==> src/rtl/mips_mc_pkg.sv <==
// Shared definitions for the multi-cycle 16-bit MIPS core.
// Holds the instruction field positions, the opcode map, the control
// state encoding and the ALU operation encoding, plus small decode helpers
// so the top level and any future block agree on one instruction format.
package mips_mc_pkg;

   localparam int OP_MSB = 15;
   localparam int OP_LSB = 12;
   localparam int RS_MSB = 11;
   localparam int RS_LSB = 8;
   localparam int RT_MSB = 7;
   localparam int RT_LSB = 4;
   localparam int RD_MSB = 3;
   localparam int RD_LSB = 0;
   localparam int JT_MSB = 11;

   localparam logic [3:0] OP_ADD  = 4'h0;
   localparam logic [3:0] OP_SUB  = 4'h1;
   localparam logic [3:0] OP_AND  = 4'h2;
   localparam logic [3:0] OP_OR   = 4'h3;
   localparam logic [3:0] OP_SLT  = 4'h4;
   localparam logic [3:0] OP_ADDI = 4'h5;
   localparam logic [3:0] OP_LW   = 4'h6;
   localparam logic [3:0] OP_SW   = 4'h7;
   localparam logic [3:0] OP_BEQ  = 4'h8;
   localparam logic [3:0] OP_BNE  = 4'h9;
   localparam logic [3:0] OP_J    = 4'hA;
   localparam logic [3:0] OP_HALT = 4'hF;

   typedef enum logic [2:0] {
      FETCH,
      DECODE,
      EXEC,
      MEM,
      WB,
      HALTED
   } state_t;

   typedef enum logic [2:0] {
      ALU_ADD,
      ALU_SUB,
      ALU_AND,
      ALU_OR,
      ALU_SLT
   } alu_op_t;

   // Address arithmetic (ADDI, LW, SW) and anything without a dedicated
   // operation falls back to addition.
   function automatic alu_op_t aluOpFor(input logic [3:0] op);
      case (op)
         OP_SUB:  return ALU_SUB;
         OP_AND:  return ALU_AND;
         OP_OR:   return ALU_OR;
         OP_SLT:  return ALU_SLT;
         default: return ALU_ADD;
      endcase
   endfunction

   // Opcodes B..E are unassigned and are retired as no-ops.
   function automatic logic isIllegalOp(input logic [3:0] op);
      return (op >= 4'hB) && (op <= 4'hE);
   endfunction

   // Opcodes 0..4 write rd; ADDI and LW write rt.
   function automatic logic isRType(input logic [3:0] op);
      return op <= OP_SLT;
   endfunction

endpackage

==> src/rtl/mips_mc_if.sv <==
// Unified instruction/data memory port of the multi-cycle MIPS core.
// The core (master) drives mem_req/mem_we/mem_addr/mem_wdata and holds
// them until the memory (slave) answers with mem_ack; mem_rdata is only
// meaningful in the cycle mem_ack is high.
interface mips_mc_if #(
   parameter int DATA_W = 16,
   parameter int ADDR_W = 16
);
   logic              mem_req;
   logic              mem_we;
   logic [ADDR_W-1:0] mem_addr;
   logic [DATA_W-1:0] mem_wdata;
   logic [DATA_W-1:0] mem_rdata;
   logic              mem_ack;

   modport master (
      output mem_req, mem_we, mem_addr, mem_wdata,
      input  mem_rdata, mem_ack
   );

   modport slave (
      input  mem_req, mem_we, mem_addr, mem_wdata,
      output mem_rdata, mem_ack
   );
endinterface

==> src/rtl/mips_mc_regfile.sv <==
// Register file for the multi-cycle MIPS core.
// Ports: clk, reset (async, active-low clear), two combinational read
// ports (rs/rt address in, data out) and one write port committed on the
// rising clock edge. Register 0 and any index at or above NREGS read as
// zero and ignore writes.
module mips_mc_regfile #(
   parameter int DATA_W = 16,
   parameter int NREGS  = 16
) (
   input  logic              clk,
   input  logic              reset,
   input  logic [3:0]        rs_addr_i,
   input  logic [3:0]        rt_addr_i,
   output logic [DATA_W-1:0] rs_data_o,
   output logic [DATA_W-1:0] rt_data_o,
   input  logic              we_i,
   input  logic [3:0]        waddr_i,
   input  logic [DATA_W-1:0] wdata_i
);

   localparam logic [4:0] NREGS_L = 5'(NREGS);

   logic [DATA_W-1:0] regs_q [NREGS];

   function automatic logic isLive(input logic [3:0] idx);
      return (idx != 4'd0) && ({1'b0, idx} < NREGS_L);
   endfunction

   // Both read ports are combinational so DECODE sees a value written in
   // the previous WB cycle without an extra bypass.
   always_comb begin
      rs_data_o = '0;
      rt_data_o = '0;
      if (isLive(rs_addr_i)) rs_data_o = regs_q[rs_addr_i];
      if (isLive(rt_addr_i)) rt_data_o = regs_q[rt_addr_i];
   end

   // Whole array clears while reset is low; writes to R0 are dropped here
   // so the read side never has to special-case a stale R0.
   always_ff @(posedge clk or negedge reset) begin
      if (!reset) begin
         for (int i = 0; i < NREGS; i++) regs_q[i] <= '0;
      end else if (we_i && isLive(waddr_i)) begin
         regs_q[waddr_i] <= wdata_i;
      end
   end

endmodule

==> src/rtl/mips_multicycle_core.sv <==
// Multi-cycle 16-bit-ISA MIPS core with a single req/ack memory port.
// Ports: clk, reset (async, active-low), bus (mips_mc_if master: request,
// write enable, address, write data out; read data and ack in), pc (debug
// view of the program counter), halted (core stopped on HALT), illegal
// (one-cycle pulse after decoding an undefined opcode).
module mips_multicycle_core
   import mips_mc_pkg::*;
#(
   parameter int DATA_W = 16,
   parameter int ADDR_W = 16,
   parameter int NREGS  = 16
) (
   input  logic              clk,
   input  logic              reset,
   mips_mc_if.master         bus,
   output logic [ADDR_W-1:0] pc,
   output logic              halted,
   output logic              illegal
);

   state_t            state_q, state_d;
   logic [ADDR_W-1:0] pc_q, pc_d;
   logic [15:0]       ir_q, ir_d;
   logic [DATA_W-1:0] a_q, a_d, b_q, b_d, alu_q, alu_d, mdr_q, mdr_d;
   logic              req_q, req_d, we_q, we_d;
   logic [ADDR_W-1:0] addr_q, addr_d;
   logic [DATA_W-1:0] wdata_q, wdata_d;
   logic              halted_q, halted_d, illegal_q, illegal_d;

   logic [3:0]        opcode;
   logic [DATA_W-1:0] immData, opB, aluRes, rsData, rtData, wbData;
   logic [ADDR_W-1:0] immAddr;
   logic [3:0]        wbAddr;
   logic              wbEn, useImm;

   assign opcode  = ir_q[OP_MSB:OP_LSB];
   assign immData = {{(DATA_W-4){ir_q[RD_MSB]}}, ir_q[RD_MSB:RD_LSB]};
   assign immAddr = {{(ADDR_W-4){ir_q[RD_MSB]}}, ir_q[RD_MSB:RD_LSB]};
   assign useImm  = (opcode == OP_ADDI) || (opcode == OP_LW) || (opcode == OP_SW);
   assign wbEn    = (state_q == WB);
   assign wbAddr  = isRType(opcode) ? ir_q[RD_MSB:RD_LSB] : ir_q[RT_MSB:RT_LSB];
   assign wbData  = (opcode == OP_LW) ? mdr_q : alu_q;

   assign bus.mem_req   = req_q;
   assign bus.mem_we    = we_q;
   assign bus.mem_addr  = addr_q;
   assign bus.mem_wdata = wdata_q;
   assign pc            = pc_q;
   assign halted        = halted_q;
   assign illegal       = illegal_q;

   mips_mc_regfile #(.DATA_W(DATA_W), .NREGS(NREGS)) u_regfile (
      .clk       (clk),
      .reset     (reset),
      .rs_addr_i (ir_q[RS_MSB:RS_LSB]),
      .rt_addr_i (ir_q[RT_MSB:RT_LSB]),
      .rs_data_o (rsData),
      .rt_data_o (rtData),
      .we_i      (wbEn),
      .waddr_i   (wbAddr),
      .wdata_i   (wbData)
   );

   // ALU works on the operands latched in DECODE; the immediate replaces B
   // for ADDI and for the load/store effective address.
   always_comb begin
      aluRes = '0;
      opB    = useImm ? immData : b_q;
      case (aluOpFor(opcode))
         ALU_ADD: aluRes = a_q + opB;
         ALU_SUB: aluRes = a_q - opB;
         ALU_AND: aluRes = a_q & opB;
         ALU_OR:  aluRes = a_q | opB;
         ALU_SLT: aluRes = {{(DATA_W-1){1'b0}}, ($signed(a_q) < $signed(opB))};
         default: aluRes = a_q + opB;
      endcase
   end

   // Every bus output is registered. Whenever control returns to FETCH the
   // next fetch is launched on that same edge (addressed by the updated PC),
   // so a zero-wait fetch costs one cycle; only the first fetch after reset
   // spends a cycle raising the request from FETCH itself.
   always_comb begin
      state_d   = state_q;
      pc_d      = pc_q;
      ir_d      = ir_q;
      a_d       = a_q;
      b_d       = b_q;
      alu_d     = alu_q;
      mdr_d     = mdr_q;
      req_d     = req_q;
      we_d      = we_q;
      addr_d    = addr_q;
      wdata_d   = wdata_q;
      halted_d  = halted_q;
      illegal_d = 1'b0;
      case (state_q)
         FETCH: begin
            if (!req_q) begin
               req_d  = 1'b1;
               we_d   = 1'b0;
               addr_d = pc_q;
            end else if (bus.mem_ack) begin
               ir_d    = bus.mem_rdata[15:0];
               pc_d    = pc_q + ADDR_W'(1);
               req_d   = 1'b0;
               state_d = DECODE;
            end
         end
         DECODE: begin
            a_d = rsData;
            b_d = rtData;
            if (opcode == OP_J) begin
               pc_d    = {pc_q[ADDR_W-1:12], ir_q[JT_MSB:0]};
               state_d = FETCH;
            end else if (opcode == OP_HALT) begin
               halted_d = 1'b1;
               state_d  = HALTED;
            end else if (isIllegalOp(opcode)) begin
               illegal_d = 1'b1;
               state_d   = FETCH;
            end else begin
               state_d = EXEC;
            end
         end
         EXEC: begin
            alu_d = aluRes;
            if ((opcode == OP_BEQ) || (opcode == OP_BNE)) begin
               if ((a_q == b_q) == (opcode == OP_BEQ)) pc_d = pc_q + immAddr;
               state_d = FETCH;
            end else if ((opcode == OP_LW) || (opcode == OP_SW)) begin
               req_d   = 1'b1;
               we_d    = (opcode == OP_SW);
               addr_d  = aluRes[ADDR_W-1:0];
               wdata_d = b_q;
               state_d = MEM;
            end else begin
               state_d = WB;
            end
         end
         MEM: begin
            if (bus.mem_ack) begin
               req_d = 1'b0;
               we_d  = 1'b0;
               if (opcode == OP_LW) begin
                  mdr_d   = bus.mem_rdata;
                  state_d = WB;
               end else begin
                  state_d = FETCH;
               end
            end
         end
         WB: begin
            state_d = FETCH;
         end
         HALTED: begin
            req_d = 1'b0;
            we_d  = 1'b0;
         end
         default: begin
            state_d = FETCH;
         end
      endcase
      if ((state_d == FETCH) && (state_q != FETCH)) begin
         req_d  = 1'b1;
         we_d   = 1'b0;
         addr_d = pc_d;
      end
   end

   // State register; reset drops the request immediately so an ack that
   // arrives during or after reset finds nothing outstanding.
   always_ff @(posedge clk or negedge reset) begin
      if (!reset) begin
         state_q   <= FETCH;
         pc_q      <= '0;
         ir_q      <= '0;
         a_q       <= '0;
         b_q       <= '0;
         alu_q     <= '0;
         mdr_q     <= '0;
         req_q     <= 1'b0;
         we_q      <= 1'b0;
         addr_q    <= '0;
         wdata_q   <= '0;
         halted_q  <= 1'b0;
         illegal_q <= 1'b0;
      end else begin
         state_q   <= state_d;
         pc_q      <= pc_d;
         ir_q      <= ir_d;
         a_q       <= a_d;
         b_q       <= b_d;
         alu_q     <= alu_d;
         mdr_q     <= mdr_d;
         req_q     <= req_d;
         we_q      <= we_d;
         addr_q    <= addr_d;
         wdata_q   <= wdata_d;
         halted_q  <= halted_d;
         illegal_q <= illegal_d;
      end
   end

endmodule
==> src/flat_wrapper.sv <==
// flat-port wrapper written by rule: the top's interface ports become plain ports
module mips_multicycle_core_flat import mips_mc_pkg::*;
#(
   parameter int DATA_W = 16,
   parameter int ADDR_W = 16,
   parameter int NREGS  = 16
)
  (clk, reset, pc, halted, illegal, bus_mem_req, bus_mem_we, bus_mem_addr, bus_mem_wdata, bus_mem_rdata, bus_mem_ack);
  mips_mc_if #(.DATA_W(DATA_W), .ADDR_W(ADDR_W)) bus_i ();
  input  logic clk;
  input  logic reset;
  output logic [ADDR_W-1:0] pc;
  output logic halted;
  output logic illegal;
  output wire logic [$bits(bus_i.mem_req)-1:0] bus_mem_req;
  output wire logic [$bits(bus_i.mem_we)-1:0] bus_mem_we;
  output wire logic [$bits(bus_i.mem_addr)-1:0] bus_mem_addr;
  output wire logic [$bits(bus_i.mem_wdata)-1:0] bus_mem_wdata;
  input wire logic [$bits(bus_i.mem_rdata)-1:0] bus_mem_rdata;
  input wire logic [$bits(bus_i.mem_ack)-1:0] bus_mem_ack;
  assign bus_mem_req = bus_i.mem_req;
  assign bus_mem_we = bus_i.mem_we;
  assign bus_mem_addr = bus_i.mem_addr;
  assign bus_mem_wdata = bus_i.mem_wdata;
  assign bus_i.mem_rdata = bus_mem_rdata;
  assign bus_i.mem_ack = bus_mem_ack;
  mips_multicycle_core #(.DATA_W(DATA_W), .ADDR_W(ADDR_W), .NREGS(NREGS)) u_core (.clk(clk), .reset(reset), .bus(bus_i), .pc(pc), .halted(halted), .illegal(illegal));
endmodule
==> config.mk <==
export PLATFORM = sky130hd
export DESIGN_NAME = mips_multicycle_core_flat
export DESIGN_NICKNAME = d
export VERILOG_FILES = /design/src/rtl/mips_mc_pkg.sv /design/src/rtl/mips_mc_if.sv /design/src/rtl/mips_mc_regfile.sv /design/src/rtl/mips_multicycle_core.sv /design/src/flat_wrapper.sv
export SDC_FILE = /design/constraint.sdc
export NUM_CORES = 1
export LEC_CHECK = 0
export ABC_AREA = 1
export BUFFER_PORTS_ARGS = -buffer_cell sky130_fd_sc_hd__buf_2
export CAP_MARGIN = 20
export CORE_MARGIN = 5
export CORE_UTILIZATION = 35
export CTS_CLUSTER_DIAMETER = 50
export CTS_CLUSTER_SIZE = 24
export DETAILED_ROUTE_END_ITERATION = 10
export PLACE_DENSITY = 0.48
export SYNTH_ARGS = -nofsm -noshare
export SYNTH_HDL_FRONTEND = slang
export SYNTH_HIERARCHICAL = 1
export SYNTH_SLANG_ARGS = --single-unit
==> constraint.sdc <==
create_clock -name clk -period 5.2 [get_ports clk]
set_clock_uncertainty 0.1 [all_clocks]
set_input_delay 1.56 -clock clk [delete_from_list [all_inputs] [get_ports clk]]
set_output_delay 1.56 -clock clk [all_outputs]
set_load 0.005 [all_outputs]
Word-level counts from Yosys, hierarchy flattened. Index checks and enable logic that the tools add are counted.

Add/sub/neg operators: 4. $lt $le $gt $ge: 8. Equal/unequal tests: 26. Mux-type cells: 53. Bitwise gates (word level): 7. Reduce and logical (&&, ||, !) cells: 23.

Operators by type and width (count): $mux W16 (17); $bwmux W256 (1); $bmux W16 S4 (2); $demux W16 S4 (1); $pmux W16 S4 (1); $pmux W16 S3 (1); $add A16 B16 Y16 (2); $pmux W16 S2 (1); $mux W3 (8); $add A16 B1 Y16 const B (1); $and A16 B16 Y16 (1); $eq A16 B16 Y1 (1); $eq A4 B3 Y1 const B (4); $eq A4 B4 Y1 const B (4); $lt A16 B16 Y1 (1); $or A16 B16 Y16 (1); $sub A16 B16 Y16 (1); $ge A5 B5 Y1 const B (3); $not A4 Y5 (3); $pmux W3 S5 (1); $mux W1 (14); $eq A3 B2 Y1 const B (4); $mux W12 (1); $pmux W3 S4 (1); other kinds (25) (46).

Register bits after elaboration: 391. Output and inout port bits: 52. Logic and storage cells: 150.

Longest topological paths before layout.
Depth after elaboration: 10. Mapped depth: 25. Gate-level depth less buffers: 24.

By module. Netlist, hierarchy kept.

By module, submodules not included: mips_mc_regfile (times used 1, cells each 2318, area an instance 15132.0 sq um, sequential area each 6406.1 sq um); mips_multicycle_core (times used 1, cells each 1576, area an instance 10388.7 sq um, sequential area each 3378.2 sq um).

Worst setup path after synthesis. OpenSTA, ideal clock, no wires.

Path type: flip-flop to flip-flop. Start: reg u_core.ir_q[15]. End: reg u_core.addr_q[0] (netlist: u_core/bus.mem_addr[0]). Setup time: 117 ps. Arrival time: 2862 ps. Slack: 2122 ps. Cell stages (with the launch flop): 23. Path buffers: 0. Cell sequence: dfrtp_1 > inv_2 > nand2_1 > nor2_1 > inv_1 > o21ai_0 > ha_1 > inv_1 > fa_1 > nand2_1 > nand2_1 > nand3_1 > nand2_1 > nand3_1 > nand3_1 > nand3_1 > nand2_1 > nand2_1 > nand2_1 > nand2_1 > nand2_1 > nand2_1 > nand2_1.

Word-level cells in the longest chain between the ends: 10.

Ends and longest elaborated chain: from (decl) (line mips_multicycle_core.sv:23) `logic [15:0] ir_q, ir_d;`; from (signal assigned) (line mips_multicycle_core.sv:191) `ir_q <= ir_d;`; $eq A4 B3 Y1, or another cell as far along (line mips_multicycle_core.sv:39) `assign useImm = (opcode == OP_ADDI) || (opcode == OP_LW) || (opcode == OP_SW);`; $logic_or A1 B1 Y1 or $logic_and A1 B1 Y1 (tied branches) (line mips_multicycle_core.sv:39, mips_mc_pkg.sv:61); $logic_or A1 B1 Y1 or $mux W2 (tied branches) (line mips_multicycle_core.sv:39, mips_multicycle_core.sv:119); $mux W16 or $mux W3 (tied branches) (line mips_multicycle_core.sv:68, mips_multicycle_core.sv:116); $add A16 B16 Y16, or another cell as far along (line mips_multicycle_core.sv:70, mips_multicycle_core.sv:75); $pmux W16 S4 or $pmux W3 S5 (tied branches) (line mips_multicycle_core.sv:69, mips_multicycle_core.sv:97); $mux W16 or $logic_not A3 Y1 (tied branches) (line mips_multicycle_core.sv:131, mips_multicycle_core.sv:164); $mux W16 or $logic_and A1 B1 Y1 (tied branches) (line mips_multicycle_core.sv:128, mips_multicycle_core.sv:164); $pmux W16 S2, or another cell as far along (line mips_multicycle_core.sv:97) `case (state_q)`; $mux W16 or $reduce_and A4 Y1 (tied branches); to (signal assigned) (line mips_multicycle_core.sv:198) `addr_q <= addr_d;`; to (decl) (line mips_multicycle_core.sv:26) `logic [ADDR_W-1:0] addr_q, addr_d;`.

Parallel ways exist; a longest one is shown, timed or not. The select of a mux whose other input is x is not followed. A chain may end at the register's enable or synchronous reset.

Final worst setup path. Ends and elaborated chain as after synthesis.

==> metrics.txt <==
placed cell count 4753; Max Buffers Root-to-Sink 3; number of vias per cell after detailed routing 5.05; length of the first detailed-routing pass in iterations 6; Hold Crit Class flop to flop; hold bufs inserted after CTS 0; top_reg_cell synth sky130_fd_sc_hd__dfrtp_1; share of synthesized area spent on multiplexers 0%; width of the die 280 µm; Worst IR Drop VDD 0.000341 V; Initial Utilization 35.2%; post-detailed-route wirelength per cell 19.3 µm; sort of element at the start of the critical path flop; number of clock sinks 391; Buffers on Ports 70; Max-slew headroom 26.3%; post-synthesis cell type count 51; maxcap violations 0; Static Leak 15.1 nW; row cnt 99; main combinational cell family by area after synthesis simple AND/OR/NAND/NOR gates; slack of the worst reg-to-reg path 1.31 ns; most common cell after layout, fill and taps aside sky130_fd_sc_hd__nand2_1; synthesized-area fraction occupied by adder cells 3.42%; setup TNS after final layout 0 ns; Post-CTS Repair Setup Buffers 0; dpl hpwl 62.6 mm; top achievable clock speed 257 MHz; commonest cells after routing, fill and taps aside 1425 x sky130_fd_sc_hd__nand2_1, 516 x sky130_fd_sc_hd__inv_1, 476 x sky130_fd_sc_hd__nand3_1; layout filler cell count 7893; signed area change from the synthesized netlist to the final layout 14.0%; worst path required time 5.57 ns; standard cell core area 72600 µm²; proportion of netlist area held by the largest area contributor 38.3%; H-Tree Depth 3; Starting DRT DRC Count 2274; Global Route Usage Sum 23.6%; pin count of the biggest net entering global routing 95; sequential cell area fraction in the yosys report 38.3%; floorplan die area 78400 µm²; unrepaired setup endpoints after global routing no; Inserted Clock Buffers 70; simple-gate area share of the yosys netlist 34.1%; final cell count without fillers 4880; transition time at the pin with the least slew margin 1.11 ns; CP Max Fanout 15; status finished clean; I/O Pins 71; CTS Root Cell sky130_fd_sc_hd__clkbuf_16; antenna viol nets, final 0; first-pass GRT wire length 145 mm; post-cts resize count 0; yosys synthesis warning count 6; routability congestion estimate 0.880; final hold violations 0; insertion delay of the later-clocked pin in the worst-skew pair 0.61 ns; number of standard cells after synthesis 3894; register cell area after layout 9790 µm²; post-route minimum period 3.89 ns; EDFF count, synth 0; post-synthesis sequential element count 391; post-synthesis average cell area 6.55 µm²; DRC violation count after routing 0; cell types occupying the most area after synthesis sky130_fd_sc_hd__dfrtp_1 38%, sky130_fd_sc_hd__nand2_1 21%, sky130_fd_sc_hd__nand3_1 9.3%, sky130_fd_sc_hd__o21ai_0 8.1%, sky130_fd_sc_hd__inv_1 7.6%; CP Capture Type flop; final setup vio count 0; arrival time at the worst endpoint 4.26 ns; layout cell share with drive strength beyond 1 8.06%; synthesized netlist net count 3981; number of antenna violations at the first check in global routing 0; clk slew on worst S/H paths 0.06 ns; CTS tree done; total global routing overflow 0; Worst Setup Path Type flop to flop; synthesized-area fraction occupied by ao, oa, aoi and oai cells 11.7%; number of global-route vias before repair 23800; final cycle utilization of the critical path 74.7%; PwrDens 717 nW/µm²; total standard cell area after synthesis 25500 µm²; Die Y 280 µm; detailed-route wire length 94.0 mm; async set-reset flop share out of synthesis 100%; pins over their slew limit 0; final-stage net count 3953; xor and xnor fraction of the mapped netlist area 0.583%; DR vias 24600; cell taking the most area after synthesis sky130_fd_sc_hd__dfrtp_1; antenna fix cells 0; footprint of the multi-input gates 12800 µm²
Yosys cell counts, drive strengths merged (2+ instances only):
library cell  count
nor4              2
o22ai             3
xor2             12
a21boi           11
nand2          1431
clkbuf           99
nor3             14
inv             534
a31oi             2
o21ai           421
ha               65
xnor2             5
nor2            112
and3              3
buf             130
nand4            17
o21bai            6
and2              3
a21oi           119
or2               4
dfrtp           391
fa                3
a211oi            6
nand3b           11
nand3           480
a21o              2
per-stage QoR:
stage	power (mW)	utilization, %	hold slack [ns]	setup WS (ns)	cell area, µm²
after detailed placement	16.0	36.7	0.266	1.20	26600
after floorplan	12.3	-	0.329	2.12	25500
final	20.9	40.1	0.272	1.31	29100
after global routing	22.6	40.1	0.281	0.867	29100
after global placement	16.0	36.7	0.265	1.23	26600
after CTS	20.9	40.1	0.277	1.35	29100
worst max-delay path: stages (launching register included):
cell	delay (ns)
sky130_fd_sc_hd__dfrtp_1	0.42
sky130_fd_sc_hd__inv_2	0.07
sky130_fd_sc_hd__nand2_1	0.14
sky130_fd_sc_hd__nor2_1	0.13
sky130_fd_sc_hd__buf_4	0.22
sky130_fd_sc_hd__inv_1	0.12
sky130_fd_sc_hd__o21ai_0	0.42
sky130_fd_sc_hd__ha_1	0.28
sky130_fd_sc_hd__inv_1	0.09
sky130_fd_sc_hd__fa_1	0.51
sky130_fd_sc_hd__nand2_1	0.13
sky130_fd_sc_hd__nand2_1	0.10
sky130_fd_sc_hd__nand3_1	0.12
sky130_fd_sc_hd__nand2_1	0.11
sky130_fd_sc_hd__nand3_1	0.11
sky130_fd_sc_hd__nand3_1	0.16
sky130_fd_sc_hd__nand3_1	0.13
sky130_fd_sc_hd__nand2_1	0.05
sky130_fd_sc_hd__nand2_1	0.08
sky130_fd_sc_hd__nand2_1	0.06
sky130_fd_sc_hd__nand2_1	0.05
sky130_fd_sc_hd__nand2_1	0.05
sky130_fd_sc_hd__nand2_1	0.06
sky130_fd_sc_hd__nand2_1	0.05
final timing paths:
| check | startpoint | to | cells past startpoint |
|---|---|---|---|
| max in group asynchronous | reset | u_core/bus.mem_wdata[6] | 2 |
| min in group asynchronous | reset | u_core/u_regfile/regs_q[241] | 1 |
| worst min-delay path | u_core/u_regfile/regs_q[245] | u_core/u_regfile/regs_q[245] | 0 |
| worst min register to register | u_core/u_regfile/regs_q[245] | u_core/u_regfile/regs_q[245] | 0 |
| worst max register to register | u_core/ir_q[15] | u_core/bus.mem_addr[0] | 23 |
| worst max-delay path | u_core/ir_q[15] | u_core/bus.mem_addr[0] | 23 |
registers in the layout (all words and copies together), names as in the netlist:
name	cells
u_core/halted	1
u_core/bus.mem_wdata	16
u_core/u_regfile/regs_q	256
u_core/illegal	1
u_core/pc	16
u_core/bus.mem_req	1
u_core/b_q	16
u_core/bus.mem_addr	16
u_core/bus.mem_we	1
u_core/mdr_q	16
u_core/ir_q	16
u_core/state_q	3
u_core/a_q	16
u_core/alu_q	16
layer usage:
metal  wire length [µm]  GRT usage [%]  vias up
li1                   -              -    12200
met1              43700           33.7    11600
met5                  0              0        -
met2              42200           37.6      766
met3               5480           3.49      134
met4               2570           6.35        0
kinds of logic after synthesis:
group | count (synthesis)
compound gates | 576
xor+xnor | 17
fa+ha+maj | 68
buf+inv | 764
flops | 391
simple gates | 2078
cell type report:
cell class / instances / area share, %
Multi-Input combinational cell: 2739 / 43.8
Sequential cell: 391 / 33.7
Clock buffer: 94 / 6.96
Inverter: 535 / 6.93
Tap cell: 959 / 4.12
Timing Repair Buffer: 129 / 3.04
Clock inverter: 33 / 1.47
report_power, final:
part / leakage [nW] / switching [mW] / total, mW / internal [mW]
clock network: 1.19 / 1.67 / 4.81 / 3.14
logic: 8.58 / 7.83 / 11.2 / 3.35
registers: 5.30 / 0.759 / 4.86 / 4.10
total: 15.1 / 10.3 / 20.9 / 10.6
Power figures use the tool's default switching activity.
